**src/rtl/list_pkg.sv**
```systemverilog
// ---------------------------------------------------------------------------
// list_pkg
// Shared definitions for the lazy-list prefetch buffer.
//   LIST_WIDTH     : default element width
//   LIST_END_VALUE : value driven on out_value with an end-of-list ack
//   fetch_state_t  : upstream fetch FSM states
//   sat_inc16      : saturating 16-bit increment used by the optional stats
// ---------------------------------------------------------------------------
package list_pkg;

   localparam int LIST_WIDTH = 8;
   localparam logic [LIST_WIDTH-1:0] LIST_END_VALUE = {LIST_WIDTH{1'b1}};

   typedef enum logic [1:0] {
      IDLE = 2'd0,
      REQ  = 2'd1,
      GAP  = 2'd2,
      DONE = 2'd3
   } fetch_state_t;

   // Increment that sticks at all-ones instead of wrapping.
   function automatic logic [15:0] sat_inc16(input logic [15:0] value);
      logic [15:0] result;
      if (value == 16'hFFFF) begin
         result = value;
      end else begin
         result = value + 16'd1;
      end
      return result;
   endfunction

endpackage

```
**src/rtl/list_prefetch_fifo.sv**
```systemverilog
// ---------------------------------------------------------------------------
// list_prefetch_fifo
// DEPTH x WIDTH ring buffer holding prefetched list elements.
// Ports:
//   clock      in   clock, all updates on posedge
//   ready      in   synchronous active-low reset (clears pointers and level)
//   push       in   write push_data at the tail
//   push_data  in   element to store
//   pop        in   advance the head (caller guarantees level>0)
//   head       out  element at the head, read from the storage registers
//   level      out  number of entries buffered
// The caller never pushes into a full ring, so no overflow guard is needed.
// ---------------------------------------------------------------------------
module list_prefetch_fifo
   import list_pkg::*;
#(
   parameter int WIDTH = LIST_WIDTH,
   parameter int DEPTH = 4
) (
   input  logic                     clock,
   input  logic                     ready,
   input  logic                     push,
   input  logic [WIDTH-1:0]         push_data,
   input  logic                     pop,
   output logic [WIDTH-1:0]         head,
   output logic [$clog2(DEPTH):0]   level
);

   localparam int AW = $clog2(DEPTH);
   localparam int LW = AW + 1;

   logic [WIDTH-1:0] mem_r [DEPTH];
   logic [AW-1:0]    wr_ptr_r;
   logic [AW-1:0]    rd_ptr_r;
   logic [LW-1:0]    level_r;

   // Element storage; contents need no reset because level gates every read.
   always_ff @(posedge clock) begin
      if (push) begin
         mem_r[wr_ptr_r] <= push_data;
      end
   end

   // Pointer and occupancy bookkeeping; pointers wrap naturally (DEPTH is a power of two).
   always_ff @(posedge clock) begin
      if (!ready) begin
         wr_ptr_r <= {AW{1'b0}};
         rd_ptr_r <= {AW{1'b0}};
         level_r  <= {LW{1'b0}};
      end else begin
         if (push) begin
            wr_ptr_r <= wr_ptr_r + AW'(1);
         end
         if (pop) begin
            rd_ptr_r <= rd_ptr_r + AW'(1);
         end
         case ({push, pop})
            2'b10:   level_r <= level_r + LW'(1);
            2'b01:   level_r <= level_r - LW'(1);
            default: level_r <= level_r;
         endcase
      end
   end

   assign head  = mem_r[rd_ptr_r];
   assign level = level_r;

endmodule

```
**src/rtl/list_prefetch.sv**
```systemverilog
// ---------------------------------------------------------------------------
// list_prefetch
// Prefetching element buffer between a lazy-list producer and its consumer.
// Both sides use the req/ack/value/value_valid list protocol; elements are
// pulled ahead of demand into a small ring, end-of-list is latched and replayed.
// Ports:
//   clock, ready                 clock and synchronous active-low reset
//   in_req / in_ack / in_value / in_value_valid     upstream side
//   out_req / out_ack / out_value / out_value_valid downstream side
//   level                        entries currently buffered
//   eos                          upstream end of list latched
//   served_count                 (LIST_PREFETCH_STATS_EN only) valid acks served,
//                                saturating at 16'hFFFF
// Build option: define LIST_PREFETCH_STATS_EN to add the served_count output.
// ---------------------------------------------------------------------------
module list_prefetch
   import list_pkg::*;
#(
   parameter int WIDTH = LIST_WIDTH,
   parameter int DEPTH = 4
) (
   input  logic                     clock,
   input  logic                     ready,
   output logic                     in_req,
   input  logic                     in_ack,
   input  logic [WIDTH-1:0]         in_value,
   input  logic                     in_value_valid,
   input  logic                     out_req,
   output logic                     out_ack,
   output logic [WIDTH-1:0]         out_value,
   output logic                     out_value_valid,
   output logic [$clog2(DEPTH):0]   level,
`ifdef LIST_PREFETCH_STATS_EN
   output logic [15:0]              served_count,
`endif
   output logic                     eos
);

   localparam int LW = $clog2(DEPTH) + 1;
   localparam logic [LW-1:0] DEPTH_L = LW'(DEPTH);

   fetch_state_t     state_r;
   logic             in_req_r;
   logic             eos_r;
   logic             out_ack_r;
   logic [WIDTH-1:0] out_value_r;
   logic             out_value_valid_r;
   logic             pending_r;
   logic             last_out_req_r;

   logic [LW-1:0]    fifo_level_s;
   logic [WIDTH-1:0] head_s;
   logic             push_s;
   logic             pop_s;
   logic             pending_s;
   logic             serve_end_s;

   // Only a valid element accepted while requesting is stored; the end marker sets eos instead.
   assign push_s      = (state_r == REQ) & in_ack & in_value_valid;
   // A fresh request edge is served in the same cycle it is seen, giving 1-cycle latency.
   assign pending_s   = pending_r | (out_req & ~last_out_req_r);
   assign pop_s       = pending_s & (fifo_level_s != {LW{1'b0}});
   assign serve_end_s = pending_s & (fifo_level_s == {LW{1'b0}}) & eos_r;

   list_prefetch_fifo #(
      .WIDTH (WIDTH),
      .DEPTH (DEPTH)
   ) u_fifo (
      .clock     (clock),
      .ready     (ready),
      .push      (push_s),
      .push_data (in_value),
      .pop       (pop_s),
      .head      (head_s),
      .level     (fifo_level_s)
   );

   // Upstream fetch FSM: one outstanding request, with a forced low cycle between requests.
   always_ff @(posedge clock) begin
      if (!ready) begin
         state_r  <= IDLE;
         in_req_r <= 1'b0;
         eos_r    <= 1'b0;
      end else begin
         case (state_r)
            IDLE: begin
               // Entering REQ only with a free slot reserves room for the reply.
               if (!eos_r && (fifo_level_s < DEPTH_L)) begin
                  state_r  <= REQ;
                  in_req_r <= 1'b1;
               end
            end
            REQ: begin
               if (in_ack) begin
                  in_req_r <= 1'b0;
                  if (in_value_valid) begin
                     state_r <= GAP;
                  end else begin
                     eos_r   <= 1'b1;
                     state_r <= DONE;
                  end
               end
            end
            GAP: begin
               state_r <= IDLE;
            end
            DONE: begin
               in_req_r <= 1'b0;
            end
            default: begin
               state_r  <= IDLE;
               in_req_r <= 1'b0;
            end
         endcase
      end
   end

   // Downstream serve logic: edge detection, pending request and registered ack/value.
   always_ff @(posedge clock) begin
      if (!ready) begin
         last_out_req_r    <= 1'b0;
         pending_r         <= 1'b0;
         out_ack_r         <= 1'b0;
         out_value_r       <= {WIDTH{1'b1}};
         out_value_valid_r <= 1'b0;
      end else begin
         last_out_req_r <= out_req;
         out_ack_r      <= 1'b0;
         if (pop_s) begin
            out_ack_r         <= 1'b1;
            out_value_r       <= head_s;
            out_value_valid_r <= 1'b1;
            pending_r         <= 1'b0;
         end else if (serve_end_s) begin
            out_ack_r         <= 1'b1;
            out_value_r       <= {WIDTH{1'b1}};
            out_value_valid_r <= 1'b0;
            pending_r         <= 1'b0;
         end else begin
            pending_r <= pending_s;
         end
      end
   end

`ifdef LIST_PREFETCH_STATS_EN
   logic [15:0] served_count_r;

   // Count acks carrying a real element.
   always_ff @(posedge clock) begin
      if (!ready) begin
         served_count_r <= 16'd0;
      end else if (pop_s) begin
         served_count_r <= sat_inc16(served_count_r);
      end else begin
         served_count_r <= served_count_r;
      end
   end

   assign served_count = served_count_r;
`endif

   assign in_req          = in_req_r;
   assign out_ack         = out_ack_r;
   assign out_value       = out_value_r;
   assign out_value_valid = out_value_valid_r;
   assign level           = fifo_level_s;
   assign eos             = eos_r;

endmodule
```
**config.mk**
```make
export PLATFORM = sky130hd
export DESIGN_NAME = list_prefetch
export DESIGN_NICKNAME = d
export VERILOG_FILES = /design/src/rtl/list_pkg.sv /design/src/rtl/list_prefetch_fifo.sv /design/src/rtl/list_prefetch.sv
export SDC_FILE = /design/constraint.sdc
export NUM_CORES = 1
export LEC_CHECK = 0
export CAP_MARGIN = 40
export CELL_PAD_IN_SITES_DETAIL_PLACEMENT = 1
export CELL_PAD_IN_SITES_GLOBAL_PLACEMENT = 1
export CORE_MARGIN = 2
export CORE_UTILIZATION = 44
export DETAILED_ROUTE_END_ITERATION = 8
export PLACE_DENSITY = 0.87
export SYNTH_ARGS = -nofsm -noshare
export SYNTH_HDL_FRONTEND = slang
export SYNTH_HIERARCHICAL = 1
export SYNTH_SLANG_ARGS = --single-unit
```
**constraint.sdc**
```tcl
create_clock -name clock -period 2.55 [get_ports clock]
set_input_delay 0.3825 -clock clock [delete_from_list [all_inputs] [get_ports clock]]
set_output_delay 0.3825 -clock clock [all_outputs]
set_load 0.005 [all_outputs]
```
* Word level (Yosys, flattened, before mapping)
Memory sizes are Yosys's and may differ from the RTL's. A register that Yosys moved wholly into a read port is not among the register bits. Cells that the tools add are included.
Cells by class: eq/ne operators 7, bitwise logic cells 10, multiplexer cells 18, add/subtract/negate cells 4, reduce and logical (&&, ||, !) cells 13, magnitude comparators 1
Operator list (number):
- $mux 8 | 2
- $mux 1 | 9
- $reduce_and 3->1 | 3
- $reduce_bool 3->1 | 3
- $mux 2 | 4
- $and 1x1->1 | 6
- $eq 2x2->1 const B | 3
- $pmux 2 s3 | 1
- $pmux 3 s2 | 1
- $add 2x1->2 const B | 2
- $eq 2x1->1 const B | 2
- $ne 2x2->1 const B | 2
- $reduce_bool 2->1 | 2
- $add 3x1->3 const B | 1
- $logic_not 3->1 | 1
- $lt 3x3->1 const B | 1
- $not 1->1 | 3
- $pmux 1 s3 | 1
- $reduce_or 3->1 | 1
- $sub 3x1->3 const B | 1
- $logic_not 2->1 | 1
- $logic_and 1x1->1 | 1
- $logic_not 1->1 | 1
- $or 1x1->1 | 1
Word-level totals: register bits 23, logic and storage cells 65, bits in writable memories 32, input port bits 13, memories 1
Memory list:
- u_fifo.mem_r | words 4, bits a word 8, rd ports 1, clocked after Yosys merged registers in 1, wr ports 1, RTL line list_prefetch_fifo.sv:32 | logic [WIDTH-1:0] mem_r [DEPTH];

* Longest topological paths before layout
depth after elaboration 7, gate-level depth with buffers 9

* Modules after synthesis
Netlist, hierarchy kept.
Modules (own cells, without submodules):
- list_prefetch_fifo | times used 1, cells an instance 86, area each 1596.5 um2
- list_prefetch | times used 1, cells an instance 66, area each 606.8 um2

* Worst setup path before layout
Ideal clock, no wire load.
kind input port to flip-flop, start point input out_req, end point register u_fifo.level_r[2] (netlist: u_fifo/level[2]), library setup time 0.070 ns, arrival 2.116 ns, stages on the path 9, slack 0.364 ns, path through nor2b_2 > o32a_1 > buf_2 > ha_1 > inv_1 > fa_1 > xor2_1 > or3_1 > a21boi_1
Between the ends: word-level cells in the longest chain between the ends 5, elaborated cells on any way between the ends 7
Ends and longest elaborated chain:
- start: declaration | RTL line list_prefetch.sv:28 | input logic out_req,
- $and 1x1->1 * | RTL line list_prefetch.sv:61 | assign pending_s = pending_r | (out_req & ~last_out_req_r);
- $or 1x1->1 * | RTL line list_prefetch.sv:61
- $and 1x1->1 * | RTL line list_prefetch.sv:62 | assign pop_s = pending_s & (fifo_level_s != {LW{1'b0}});
- named net pop_s | RTL line list_prefetch.sv:54 | logic pop_s;
- $eq 2x1->1 or $eq 2x2->1 (tied branches) | RTL line list_prefetch_fifo.sv:57 | case ({push, pop})
- $pmux 3 s2 or $reduce_bool 2->1 (tied branches)
- end signal: assignment | RTL line list_prefetch_fifo.sv:58 | 2'b10: level_r <= level_r + LW'(1);
- end signal: assignment | RTL line list_prefetch_fifo.sv:59 | 2'b01: level_r <= level_r - LW'(1);
- end signal: assignment | RTL line list_prefetch_fifo.sv:60 | default: level_r <= level_r;
- end: declaration | RTL line list_prefetch_fifo.sv:35 | logic [LW-1:0] level_r;
The timed path passes the listed nets; every way through them passes the cells marked *. A chain may end at the register's enable or synchronous reset.

* Worst setup path in the final report
start point input out_req, end point register u_fifo.level_r[2] (netlist: u_fifo/level[2])
Between the ends: word-level cells in the longest chain between the ends 5, elaborated cells on any way between the ends 7
Ends and longest elaborated chain (RTL line):
- $and 1x1->1 * | list_prefetch.sv:61
- $or 1x1->1 * | list_prefetch.sv:61
- $and 1x1->1 * | list_prefetch.sv:62
- $eq 2x1->1 or $eq 2x2->1 (tied branches) | list_prefetch_fifo.sv:57
- $pmux 3 s2 or $reduce_bool 2->1 (tied branches)
Mark *: on every way between the ends. The rest lies on a longest branch, timed or not.

==> run_results.csv <==
group,metric,value,unit
timing,fmax,0.4456,GHz
timing,hold_ws,0.4964,ns
floorplanning,die_x,74.77,µm
floorplanning,ioPinCount,28,
yosys,syn_area,0.002203,mm²
clock_network,max-clock-path-buffers,2,
power_and_ir_drop,leakagePower,1.003,nW
routing,drtAntennaViolNets,0,
finish,finish.utilization,0.5885,
finish,layout_commonest_cell,"edfxtp_1",
timing,hold_violations,0,
critical_path,critPathArrivalTime,2.51,ns
clock_network,cts_tree,"built",
run_status,status,"complete, no violations",
critical_path,rrSetupSlack,0.50,ns
place,port_buffers,27,
critical_path,cp_max_fo,2,
worst_hold_path,min_to,"in_req",
finish,layout.nets,209,
timing,slew_viol_final,0,
yosys,syn_nets,171,
floorplanning,dieArea,0.005590,mm²
timing,setup_slack,0.3057,ns
worst_hold_path,min_path_cells,2,
yosys,synth_edf_count,32,
global_route,grt_first_pass_wirelength,7355,µm
place,dpl.hpwl,3294,µm
routing,vias_per_cell,5.195,
finish,layout.cells.most_common_list,"edfxtp_1, clkdlybuf4s50_1, dfxtp_1",
critical_path,reg2regPathDepth,7,
finish,diodes,0,
global_route,grt_pass1_vias,1497,
critical_path,end_kind,"register",
routing,totalWireLength,4610,µm
global_route,grt_util_all_layers,0.1913,
yosys,synth_cell_types,31,
place,pre_cts_slack,-0.002249,ns
clock_network,ctsHoldBuffers,0,
routing,route.detailed.drc,0,
routing,num_vias,1356,
finish,syn_to_final_growth,27.83,%
routing,firstDrtPassIters,4,
floorplanning,row_count,25,
job,drv_cap,0,
clock_network,insertion_delay,0.33,ns
critical_path,crit-reg2reg-launch,"u_fifo/level[2]",
critical_path,startpoint_type,"input pin",
routing,avgRoutedWirePerCell,17.66,µm
yosys,ys_ff_latch,57,
yosys,yosysWarningCount,6,
timing,grt_setup_unrepaired,"false",
clock_network,cts-resized-gates,0,
critical_path,reg2reg_to,"u_fifo/level[2]",
timing,setup_viol,0,
clock_network,cts_made_buffers,9,
timing,fin_crit_sh,0.8801,
global_route,gr-total-overflow,0,
floorplanning,initial_core_util,0.4604,
timing,tightest_slew,0.5425,ns
worst_hold_path,hold_class,"reg -> reg",
timing,period_needed,2.244,ns
clock_network,htreeDepth,3,
finish,drive_gt1_frac,0.1443,
yosys,syn_avg_cell_area,14.50,µm²
timing,fin_setup_tns,0,ns
yosys,synthArstFlopShare,0,
clock_network,clk_pin_slew_worst_paths,0.06,ns
critical_path,worstPathRequired,2.81,ns
critical_path,critical_path_class,"in -> reg",
yosys,ys_seq_area_frac,0.6633,
timing,clock_skew,0.004530,ns
worst_hold_path,hp-start,"in_req",
power_and_ir_drop,powerDensity,929.7,mW/mm²
clock_network,clock_sinks,57,
yosys,synth-main-ff-cell,"edfxtp_1",
place,gp_congestion,0.7452,
floorplanning,core,0.004786,mm²
global_route,antenna_found_initial,0,
floorplanning,die-height,74.77,µm
timing,maxSlewHeadroom,0.6379,
global_route,grt_max_degree,14,
clock_network,post_cts_buffers,0,
clock_network,cts-root-buf,"clkbuf_8",
power_and_ir_drop,ir_drop,400.1,µV
yosys,syn_inst,152,
routing,first_iter_violations,86,
-- per-layer routing --
metal  track usage  wire length (µm)  vias to the layer above
met2        0.3373              2461                       40
met3       0.07631               238                       14
met4       0.08929               142                        0
met1        0.1996              1767                      675
li1              -                 -                      627
met5             0                 0                        -
-- layout make-up --
cell class	instances	area, µm²
clock buffers	9	123.9
well taps	67	83.83
multi-input cells	76	659.4
inverters	15	56.30
flip-flops and latches	57	1461
clock inverters	6	131.4
repair buffers	31	300.3
fillers	473	1969
-- power breakdown --
group / leakage (nW) / internal, mW / switching [mW]
sequential: 0.493 / 1.04 / 0.0807
combinational: 0.387 / 0.242 / 0.173
clock: 0.123 / 0.739 / 0.341
total: 1.00 / 2.02 / 0.594
-- critical path: stages --
cell and delay [ns]:
clkdlybuf4s50_1 0.47, nor2b_2 0.17, o32a_1 0.20, ha_1 0.20, inv_1 0.06, fa_1 0.37
xor2_1 0.18, or3_1 0.32, a21boi_1 0.16
-- worst max-delay path by stage --
stage	depth (start not counted)	slack, ns	from	endpoint
after floorplan	9	0.36	out_req	u_fifo/level[2]
after global placement	9	0.12	out_req	u_fifo/level[2]
after detailed placement	9	-0.002	out_req	u_fifo/level[2]
after CTS	9	0.32	out_req	u_fifo/level[2]
after global routing	9	0.20	out_req	u_fifo/level[2]
final	9	0.31	out_req	u_fifo/level[2]
-- cell usage after synthesis (all sizes together), types with 2 or more instances --
library cell	instances	share of area
nor2b	2	0.0068
nor3	2	0.0045
a32oi	8	0.032
and2	12	0.034
nand2	3	0.0051
o21ai	6	0.014
inv	14	0.024
nor2	12	0.020
nor4	2	0.0057
xor2	3	0.012
mux4	8	0.082
xnor2	2	0.0080
buf	3	0.0097
dfxtp	25	0.23
ha	5	0.028
edfxtp	32	0.44
-- metrics by stage --
| step | area (µm²) | cells | power [mW] |
|---|---|---|---|
| finish | 2816 | 261 | 2.618 |
| global route | 2816 | 261 | 2.742 |
| CTS | 2816 | 261 | 2.650 |
| detailed placement | 2561 | 246 | 1.561 |
| global placement | 2561 | 246 | 1.526 |
| floorplan | 2203 | 152 | 1.375 |
-- registers in the layout (all words and copies together), names as in the netlist, named ones only --
| register | cells |
|---|---|
| u_fifo/level | 3 |
| eos | 1 |
| out_value_valid | 1 |
| state_r | 2 |
| out_value | 8 |
| pending_r | 1 |
| u_fifo/mem_r | 32 |
| u_fifo/wr_ptr_r | 2 |
| out_ack | 1 |
| u_fifo/rd_ptr_r | 2 |
| last_out_req_r | 1 |
| in_req | 1 |
-- logic make-up after synthesis --
group,count (synthesis),share of synthesized area
compound gates,21,0.07269
xor+xnor,5,0.01988
fa+ha+maj,6,0.03748
buf+inv,19,0.03747
flops,57,0.6633
mux,9,0.08631
simple gates,35,0.08291
Power figures use the tool's default switching activity.
==> RTL change (same flow settings) <==
Register the output `level`; this adds one clock of latency there. The other outputs are not delayed to match.
--- a/src/rtl/list_prefetch.sv
+++ b/src/rtl/list_prefetch.sv
@@ -38,6 +38,8 @@
 
    localparam int LW = $clog2(DEPTH) + 1;
    localparam logic [LW-1:0] DEPTH_L = LW'(DEPTH);
+
+   logic [$clog2(DEPTH):0] level_d;
 
    fetch_state_t     state_r;
    logic             in_req_r;
@@ -163,7 +165,11 @@
    assign out_ack         = out_ack_r;
    assign out_value       = out_value_r;
    assign out_value_valid = out_value_valid_r;
-   assign level           = fifo_level_s;
+   assign level_d         = fifo_level_s;
    assign eos             = eos_r;
 
+   always_ff @(posedge clock) begin
+      level <= level_d;
+   end
+
 endmodule
Behaviour: not the same (a bounded check fails within 4 cycles, from zero or initial values).
==> RTL change against the unedited design <==
Clock power down 15%. Via count up 0.81%. Worst setup slack worse by 0.075 ns. Critical path depth unchanged. Clock skew up 0.0063 ns. Routed wire length down 1.8%. Total power down 3.5%. Sequential cell count up 3. Final area up 1.8%. Core utilization down 2.3 points. Count of clock-buffer cells in the layout up 2. Area after synthesis up 4.1%.
==> RTL change: results (changes against the unedited design) <==
* Synth top area cells: edfxtp_1, dfxtp_1, mux4_2, and2_1, a32oi_1
* Worst hold start: u_fifo/level[1]
* WL met1 at 1950 um (+10%)
* Worst path slowest cell: clkdlybuf4s50_1
* CP peak stage delay at 0.47 ns (about the same)
* First-pass GRT wire length at 7670 um (+4.3%)
* Seq/Total Area, Yosys at 0.663 (about the same)
* Multi-input gate share of total cell area at 0.240 (+0.00628)
* Met2 WL at 2280 um (-7.3%)
* Synth top cells by count: edfxtp_1, dfxtp_1, inv_1, and2_1, nor2b_1
* Post-detail-place hpwl at 3090 um (-6.2%)
* Worst-Skew Late Latency at 0.33 ns (about the same)
* Non-clk invs at 14 (-1)
* Internal cell power at 0.00188 W (-7.0%)
* Number of buffers created by CTS at 9 (unchanged)
* Layout cells sized above 1 at 0.152 (+0.00795)
* Net count after synthesis at 174 (+1.8%)
* Placed Cells at 251 (+2.0%)
* Nets at 211 (+0.96%)
* Max reg flops at 32 (unchanged)
* DRT iter0 DRCs at 91 (+5.8%)
* Final Skew at 0.0108 ns (+0.00628 ns)
* Initial antenna violation count at 0 (unchanged)
* Buffers, non-clock at 31 (unchanged)
* Total GRT Usage at 0.177 (-0.0139)
* Final Util at 0.565 (-0.0234)
* Synthesized netlist cell count at 155 (+2.0%)
* # fillers at 509 (+7.6%)
* Clock Sinks at 60 (+5.3%)
* Fin cells at 267 (+2.3%)
* Lkg Pwr at 1.03 nW (+2.5%)
* Worst-Margin Slew at 0.570 ns (+0.0274 ns)
* Routed wl met3 at 221 um (-7.1%)
* Number of global-route vias before repair at 1518 (+1.4%)
* Syn. warnings at 6 (unchanged)
* Reg area at 1520 um^2 (+4.1%)
* Post-synth cell types at 33 (+6.5%)
* Root Driver: clkbuf_8
* WL/cell at 17.0 um (-4.0%)
* R2R setup slack at 0.44 ns (-0.06 ns)
* Buffering overhead at 0.105 (-0.00191)
* GPL Wtd Cong at 0.752 (+0.87%)
* Crit path DAT at 2.59 ns (+0.08 ns)
* Largest net degree at the start of global routing at 19 (+5)
* Final TNS setup at 0 ns (unchanged)
* Worst Setup SP: out_req
* Setup WS pre-CTS at -0.0638 ns (-0.0616 ns)
* Clock-cell share at 0.0755 (-0.0151)
* Vias per cell at 5.12 (-1.5%)
* Final worst-path cycle share at 0.910 (+0.0295)
* Area post-placement at 2650 um^2 (+3.5%)
* Status: completed
* Mapped Area at 2290 um^2 (+4.1%)
* Smallest hold slack at 0.423 ns (-0.0739 ns)
* Antenna diodes at 0 (unchanged)
* # clk buffers at 11 (+2)
* Largest Register: u_fifo/mem_r
* FFs w/ async S/R, synth at 0 (unchanged)
* Peak supply drop at 0.364 mV (-9.0%)
RTL change: cell count changes after synthesis, sizes merged, moves of 2 or more:
| cell | unedited run | this run |
|---|---|---|
| clkbuf | 1 | 3 |
| nor2 | 12 | 4 |
| dfxtp | 25 | 28 |
| nor2b | 2 | 10 |
RTL change: cells by family (layout without fill, tap and decap cells):
logic type | Yosys count | count (layout) | share of synthesized area
XOR/XNOR | 5 | 5 | 0.0191
AND/OR/NAND/NOR | 35 | 35 | 0.0905
AO/OA/AOI/OAI | 21 | 21 | 0.0720
buffers and inverters | 19 | 61 | 0.0365
multiplexers | 9 | 9 | 0.0829
adder cells (fa/ha/maj) | 6 | 6 | 0.0360
flip-flops | 60 | 60 | 0.663
RTL change: path summary, 6_finish.rpt:
kind / to / cells past startpoint
max reg2reg: u_fifo/level[2] / 7
max: u_fifo/level[2] / 9
min reg2reg: level[1] / 0
min: level[1] / 0
RTL change: worst reg2reg max path: cells and delay by family (launching register included):
kind,cells,cell delay (ns)
xor gates and xnor gates,1,0.18
adders and majority gates,2,0.61
DFF,1,0.44
buffers and inverters,1,0.07
and+or+nand+nor,1,0.32
AOI/OAI and AO/OA,2,0.42
RTL change: power by group through the flow:
stage | clock network (W) | logic [W] | registers, W
2_1_floorplan | 0 | 0.000270 | 0.00117
3_3_place_gp | 0 | 0.000387 | 0.00120
3_5_place_dp | 0 | 0.000419 | 0.00121
4_1_cts | 0.000936 | 0.000431 | 0.00119
5_1_grt | 0.000984 | 0.000471 | 0.00120
6_report | 0.000914 | 0.000428 | 0.00118
RTL change: routing by layer:
layer  vias to the layer above  GRT usage
met5                         -          0
met4                         0     0.0909
met3                         9     0.0581
met2                        35      0.286
met1                       682      0.213
li1                        641          -
